--- config.mk ---
export PLATFORM = sky130hd
export DESIGN_NAME = alu_seq
export DESIGN_NICKNAME = d
export VERILOG_FILES = /design/src/rtl/alu_seq.sv
export SDC_FILE = /design/constraint.sdc
export NUM_CORES = 1
export LEC_CHECK = 0
export ABC_AREA = 1
export CAP_MARGIN = 10
export CORE_MARGIN = 4
export CORE_UTILIZATION = 45
export DETAILED_ROUTE_END_ITERATION = 6
export PLACE_DENSITY = 0.66
export RECOVER_POWER = 100
export SKIP_CTS_REPAIR_TIMING = 1
export SLEW_MARGIN = 20
export SYNTH_ARGS = -nofsm -noshare
export SYNTH_HDL_FRONTEND = slang
export SYNTH_SLANG_ARGS = --single-unit
--- constraint.sdc ---
create_clock -name clk -period 5.5 [get_ports clk]
set_clock_uncertainty 0.2 [all_clocks]
set_input_delay 0.825 -clock clk [delete_from_list [all_inputs] [get_ports clk]]
set_output_delay 0.825 -clock clk [all_outputs]
set_load 0.1 [all_outputs]
--- src/rtl/alu_seq.sv ---
// Registered, handshaked ALU with persistent status flags and an iterative shift-add multiplier.
// Results and flags update together when a result enters DONE; out_valid/busy decode the state register.
module alu_seq #(
  parameter int WIDTH  = 8,
  parameter int MUL_EN = 1
) (
  input  logic             clk,
  input  logic             rst_n,
  input  logic             in_valid,
  output logic             in_ready,
  input  logic [WIDTH-1:0] in_a,
  input  logic [WIDTH-1:0] in_b,
  input  logic [3:0]       in_mode,
  output logic             out_valid,
  input  logic             out_ready,
  output logic [WIDTH-1:0] out_data,
  output logic [WIDTH-1:0] out_hi,
  output logic             out_err,
  output logic             flag_zero,
  output logic             flag_carry,
  output logic             flag_neg,
  output logic             flag_ovf,
  output logic             busy
);

  localparam int SW = $clog2(WIDTH);
  localparam int CW = $clog2(WIDTH) + 1;
  localparam logic [CW-1:0] CNT_LOAD = CW'(WIDTH);
  localparam logic [CW-1:0] CNT_LAST = CW'(1);

  localparam logic [3:0] M_ADD = 4'd0;
  localparam logic [3:0] M_SUB = 4'd1;
  localparam logic [3:0] M_ADC = 4'd2;
  localparam logic [3:0] M_SBB = 4'd3;
  localparam logic [3:0] M_CMP = 4'd4;
  localparam logic [3:0] M_AND = 4'd5;
  localparam logic [3:0] M_OR  = 4'd6;
  localparam logic [3:0] M_XOR = 4'd7;
  localparam logic [3:0] M_NOT = 4'd8;
  localparam logic [3:0] M_SHL = 4'd9;
  localparam logic [3:0] M_SHR = 4'd10;
  localparam logic [3:0] M_SAR = 4'd11;
  localparam logic [3:0] M_MUL = 4'd12;

  typedef enum logic [1:0] {
    S_IDLE     = 2'd0,
    S_MUL_BUSY = 2'd1,
    S_DONE     = 2'd2
  } state_t;

  state_t r_state;
  state_t w_state_nxt;

  logic [WIDTH-1:0]   r_data;
  logic [WIDTH-1:0]   r_hi;
  logic               r_err;
  logic               r_flag_zero;
  logic               r_flag_carry;
  logic               r_flag_neg;
  logic               r_flag_ovf;
  logic [2*WIDTH-1:0] r_prod;
  logic [WIDTH-1:0]   r_mcand;
  logic [CW-1:0]      r_cnt;

  logic               w_accept;
  logic               w_cin;
  logic [SW-1:0]      w_shamt;
  logic [WIDTH:0]     w_sum;
  logic [WIDTH:0]     w_diff;
  logic [WIDTH:0]     w_shl;
  logic [WIDTH:0]     w_shr;
  logic [WIDTH:0]     w_sar;
  logic [WIDTH-1:0]   w_res;
  logic [WIDTH-1:0]   w_zn;
  logic               w_c;
  logic               w_v;
  logic               w_err;
  logic               w_is_mul;
  logic [WIDTH:0]     w_mac;
  logic [2*WIDTH-1:0] w_prod_nxt;
  logic               w_mul_last;

  assign in_ready  = (r_state == S_IDLE) || ((r_state == S_DONE) && out_ready);
  assign w_accept  = in_valid && in_ready;
  assign out_valid = (r_state == S_DONE);
  assign busy      = (r_state == S_MUL_BUSY);

  assign out_data   = r_data;
  assign out_hi     = r_hi;
  assign out_err    = r_err;
  assign flag_zero  = r_flag_zero;
  assign flag_carry = r_flag_carry;
  assign flag_neg   = r_flag_neg;
  assign flag_ovf   = r_flag_ovf;

  // Carry/borrow-in only for the chained modes; taken from the flag register at accept.
  assign w_cin   = ((in_mode == M_ADC) || (in_mode == M_SBB)) ? r_flag_carry : 1'b0;
  assign w_shamt = in_b[SW-1:0];
  assign w_sum   = {1'b0, in_a} + {1'b0, in_b} + {{WIDTH{1'b0}}, w_cin};
  assign w_diff  = {1'b0, in_a} - {1'b0, in_b} - {{WIDTH{1'b0}}, w_cin};

  // One guard bit beyond the operand catches the last bit shifted out (0 for a zero shift).
  assign w_shl = {1'b0, in_a} << w_shamt;
  assign w_shr = {in_a, 1'b0} >> w_shamt;
  assign w_sar = $unsigned($signed({in_a, 1'b0}) >>> w_shamt);

  always_comb begin
    w_res    = '0;
    w_c      = 1'b0;
    w_v      = 1'b0;
    w_err    = 1'b0;
    w_is_mul = 1'b0;
    case (in_mode)
      M_ADD, M_ADC: begin
        w_res = w_sum[WIDTH-1:0];
        w_c   = w_sum[WIDTH];
        w_v   = (in_a[WIDTH-1] == in_b[WIDTH-1]) && (w_sum[WIDTH-1] != in_a[WIDTH-1]);
      end
      M_SUB, M_SBB, M_CMP: begin
        w_res = (in_mode == M_CMP) ? in_a : w_diff[WIDTH-1:0];
        w_c   = w_diff[WIDTH];
        w_v   = (in_a[WIDTH-1] != in_b[WIDTH-1]) && (w_diff[WIDTH-1] != in_a[WIDTH-1]);
      end
      M_AND: w_res = in_a & in_b;
      M_OR:  w_res = in_a | in_b;
      M_XOR: w_res = in_a ^ in_b;
      M_NOT: w_res = ~in_a;
      M_SHL: begin
        w_res = w_shl[WIDTH-1:0];
        w_c   = w_shl[WIDTH];
      end
      M_SHR: begin
        w_res = w_shr[WIDTH:1];
        w_c   = w_shr[0];
      end
      M_SAR: begin
        w_res = w_sar[WIDTH:1];
        w_c   = w_sar[0];
      end
      M_MUL: begin
        if (MUL_EN != 0) w_is_mul = 1'b1;
        else             w_err    = 1'b1;
      end
      default: w_err = 1'b1;
    endcase
  end

  // CMP reports a==b and sign of the difference while passing a through.
  assign w_zn = (in_mode == M_CMP) ? w_diff[WIDTH-1:0] : w_res;

  // Right-shifting shift-add: low half starts as the multiplier and fills with product bits.
  assign w_mac      = {1'b0, r_prod[2*WIDTH-1:WIDTH]} + (r_prod[0] ? {1'b0, r_mcand} : {(WIDTH+1){1'b0}});
  assign w_prod_nxt = {w_mac, r_prod[WIDTH-1:1]};
  assign w_mul_last = (r_state == S_MUL_BUSY) && (r_cnt == CNT_LAST);

  always_comb begin
    w_state_nxt = r_state;
    case (r_state)
      S_IDLE: begin
        if (w_accept) w_state_nxt = w_is_mul ? S_MUL_BUSY : S_DONE;
      end
      S_MUL_BUSY: begin
        if (r_cnt == CNT_LAST) w_state_nxt = S_DONE;
      end
      S_DONE: begin
        if (out_ready) begin
          if (w_accept) w_state_nxt = w_is_mul ? S_MUL_BUSY : S_DONE;
          else          w_state_nxt = S_IDLE;
        end
      end
      default: w_state_nxt = S_IDLE;
    endcase
  end

  always_ff @(posedge clk or negedge rst_n) begin
    if (!rst_n) r_state <= S_IDLE;
    else        r_state <= w_state_nxt;
  end

  always_ff @(posedge clk or negedge rst_n) begin
    if (!rst_n) begin
      r_data       <= '0;
      r_hi         <= '0;
      r_err        <= 1'b0;
      r_flag_zero  <= 1'b0;
      r_flag_carry <= 1'b0;
      r_flag_neg   <= 1'b0;
      r_flag_ovf   <= 1'b0;
      r_prod       <= '0;
      r_mcand      <= '0;
      r_cnt        <= '0;
    end else if (w_accept && w_is_mul) begin
      r_prod  <= {{WIDTH{1'b0}}, in_b};
      r_mcand <= in_a;
      r_cnt   <= CNT_LOAD;
    end else if (w_accept) begin
      r_data <= w_err ? '0 : w_res;
      r_hi   <= '0;
      r_err  <= w_err;
      // Illegal modes leave the condition flags as they were.
      if (!w_err) begin
        r_flag_zero  <= (w_zn == '0);
        r_flag_carry <= w_c;
        r_flag_neg   <= w_zn[WIDTH-1];
        r_flag_ovf   <= w_v;
      end
    end else if (r_state == S_MUL_BUSY) begin
      r_prod <= w_prod_nxt;
      r_cnt  <= r_cnt - CNT_LAST;
      if (w_mul_last) begin
        r_data       <= w_prod_nxt[WIDTH-1:0];
        r_hi         <= w_prod_nxt[2*WIDTH-1:WIDTH];
        r_err        <= 1'b0;
        r_flag_zero  <= (w_prod_nxt == '0);
        r_flag_carry <= (w_prod_nxt[2*WIDTH-1:WIDTH] != '0);
        r_flag_neg   <= w_prod_nxt[2*WIDTH-1];
        r_flag_ovf   <= (w_prod_nxt[2*WIDTH-1:WIDTH] != '0);
      end
    end
  end

endmodule

==> impl_results.md <==
* CTS tree: yes
* Num CTS Buffers at 5
* Syn-to-layout area delta at 13.6%
* GRT Resource Usage Total at about a quarter
* Port Buf Inserts at between 40 and 50
* Die area at around 12000 sq um
* Vias in the first global route at 4709
* Setup slack, reg-to-reg at roughly 1.7 ns
* Register area share after synthesis at 27.0%
* Via-to-Cell Ratio at 5.66
* H-tree depth at 2
* Crit path time final at 4.50 ns
* Place WS at approximately 1.0 ns
* Critical Path Source: out_ready
* Final Total Pwr at approximately 1700 uW
* Synth top area cells: dfrtp_1 (27%), nand2_1 (17%), ha_1 (11%), nand3_1 (9.8%), inv_1 (7.2%)
* Die height at 110 microns
* Yosys warning count at 0
* Via count at just over 5000
* RR Endpoint: out_data[0]$_DFFE_PN0P_
* Synthesized area at roughly 4700 sq um
* Leakage at 0.00283 uW
* Worst setup EP type: register
* Crit path DAT at approximately 4.5 ns
* Status: finished, violations left
* Total Nets Final at 833
* Initial core utilization at approximately 46%
* Ports at 48
* Syn avg cell area at 6.54 sq um
* WP data required at between 5 and 6 ns
* CP Capture Point: out_data[0]$_DFFE_PN0P_
* Unrepaired setup endpoints after global routing: false
* First drt pass iteration count at 5
* Largest area contributor in the netlist: dfrtp_1
* CP Max Fanout at 27
* Routability congestion estimate from global placement at approximately 1.0
* Final cycle utilization of the critical path at 81.7%
* F_max at approximately 0.22 GHz
* Setup TNS at 0 ns
* Rel. slew slack at -84.5%
* Count of cell types in the netlist at 32
* Dpl cell area at 5300 sq um
* Initial antenna violation count at 0
* Clock latency on the worst-skew pair at 0.32 ns
* Reg-to-reg startpoint: r_state[1]$_DFFE_PN0P_
* Die W at 110 microns
* Violated checks: max-capacitance violations, max-slew violations
* Class of the worst hold path: register to register
* Post-synthesis net count at between 700 and 800
* Max-cap violations at 1
* Final setup viols at 0
* Worst-case reg-to-reg path depth at 10
* Drt total wl at between 15000 and 20000 microns
* Worst slew pin tran at 2.77 ns
* Max Root-Sink Buffers at 2
* Number of antenna diodes at 0
* Max VDD drop at a little under 0.0002 V
* Share of the synthesized area in the top cell type at 27.0%
* Final Cell Area at 5360 sq um
* First DRT Iteration DRCs at 635
* Synth async-reset ratio at 100%
* Clock sink count at 51
* Clock-pin transition on the worst setup and hold timing paths at 0.10 ns
* Register bit total from synthesis at 51
* Drc violations at 0
* Final hold viol count at 0
* Antenna viol nets, final at 0
* DR WL/cell at roughly 17 microns
* Minimum setup slack in the final design at between 1 and 1.5 ns
* Share of layout cells above drive strength 1 at 1.83%
* Cells after Synth at 722
* Critical path class: input port to register
* Pin count of the biggest net entering global routing at 52
* FP Rows at 37
* CTS Root Cell: clkbuf_8
* Count of final max-slew check failures at 52
* Cell Pwr Density at 312 nW/um^2
* Startpoint types: input port
* Post-synth EDFFs at 0
* Core area at between 10000 and 15000 sq um
* Total grt overflow at 0
* Synth Flop Type: dfrtp_1
* Hpwl dp at 12500 microns
* First-pass GRT wire length at 25500 microns
==> cell families after synthesis <==
group | share of synthesized area, %
and+or+nand+nor | 36.2
DFF | 27.0
buffers and inverters | 9.33
xor gates and xnor gates | 1.48
AOI/OAI and AO/OA | 13.0
adders and majority gates | 13.0
==> metrics by stage <==
stage	hold WS, ns	std cells	utilization (%)
floorplan	0.253	722	-
global placement	0.267	892	51.5
detailed placement	0.271	892	51.5
CTS	0.295	900	52.4
global route	0.311	900	52.2
finish	0.286	900	52.2
==> power breakdown <==
part | internal [uW] | leakage (uW) | switching [uW]
clock network | 91.2 | 0.0000408 | 135
registers | 481 | 0.000645 | 92.9
logic | 251 | 0.00214 | 624
==> how the worst min path moves through the flow <==
stage                                  from                      end  slack, ns  cells past startpoint
global route         r_mcand[4]$_DFFE_PN0P_   r_mcand[4]$_DFFE_PN0P_       0.31                      2
floorplan            r_mcand[7]$_DFFE_PN0P_   r_mcand[7]$_DFFE_PN0P_       0.25                      2
detailed placement  out_data[0]$_DFFE_PN0P_  out_data[0]$_DFFE_PN0P_       0.27                      2
CTS                 out_data[0]$_DFFE_PN0P_  out_data[0]$_DFFE_PN0P_       0.30                      2
finish                out_hi[0]$_DFFE_PN0P_    out_hi[0]$_DFFE_PN0P_       0.29                      2
global placement      out_hi[7]$_DFFE_PN0P_    out_hi[7]$_DFFE_PN0P_       0.27                      2
==> final cells by class <==
| type | instances | area, sq um |
|---|---|---|
| fill | 1084 | 4920 |
| multi-input combinational | 560 | 2980 |
| sequential | 51 | 1280 |
| timing repair buffer | 51 | 488 |
| inverter | 94 | 353 |
| tap | 136 | 170 |
| clock buffer | 5 | 68.8 |
| clock inverter | 3 | 23.8 |
==> sequential cells by signal, indices dropped and copies added, names as in the netlist <==
signal / flops
r_prod: 16
out_data: 8
out_hi: 8
r_mcand: 8
r_cnt: 4
r_state: 2
flag_carry: 1
flag_neg: 1
flag_ovf: 1
flag_zero: 1
out_err: 1
==> synthesized netlist by cell type, types with 7 or more instances <==
| library cell | instances |
|---|---|
| nand2_1 | 219 |
| nand3_1 | 92 |
| inv_1 | 91 |
| nor2_1 | 58 |
| dfrtp_1 | 51 |
| o21ai_0 | 46 |
| ha_1 | 41 |
| a21oi_1 | 31 |
| nand4_1 | 14 |
| a22oi_1 | 10 |
| o211ai_1 | 9 |
| buf_2 | 7 |
==> layout by cell type, fill, tap and decap left out, drive strengths merged, types with 2 or more instances in the layout <==
| cell | netlist | routed |
|---|---|---|
| a21oi | 32 | 32 |
| a22oi | 10 | 10 |
| buf | 11 | 3 |
| clkbuf | 6 | 7 |
| clkdlybuf4s50 | 0 | 20 |
| clkinvlp | 0 | 2 |
| dfrtp | 51 | 51 |
| dlygate4sd3 | 0 | 26 |
| fa | 5 | 5 |
| ha | 41 | 41 |
| inv | 94 | 95 |
| nand2 | 221 | 221 |
| nand3 | 92 | 92 |
| nand3b | 5 | 5 |
| nand4 | 14 | 14 |
| nor2 | 60 | 60 |
| nor3 | 6 | 6 |
| o211ai | 9 | 9 |
| o21ai | 46 | 46 |
| o221ai | 4 | 4 |
| xnor2 | 4 | 4 |
| xor2 | 4 | 4 |
==> routing by layer <==
layer / vias to the layer above / track usage (%) / wire (microns)
li1: 2450 / - / -
met1: 2370 / 36.2 / 6980
met2: 238 / 40.3 / 7030
met3: 38 / 3.40 / 1190
met4: 0 / 8.29 / 453
met5: - / 0 / 0
==> worst max-delay path, stage by stage <==
cell	delay, ns
dlygate4sd3_1	0.52
inv_1	0.06
a21oi_1	0.16
nand2_1	0.27
inv_1	0.39
nand3_1	0.23
nor2_1	0.49
inv_1	0.55
nand2_1	0.66
inv_1	0.15
o211ai_1	0.13
nand2_1	0.06
Note: power is estimated with default switching activity, not from simulation.
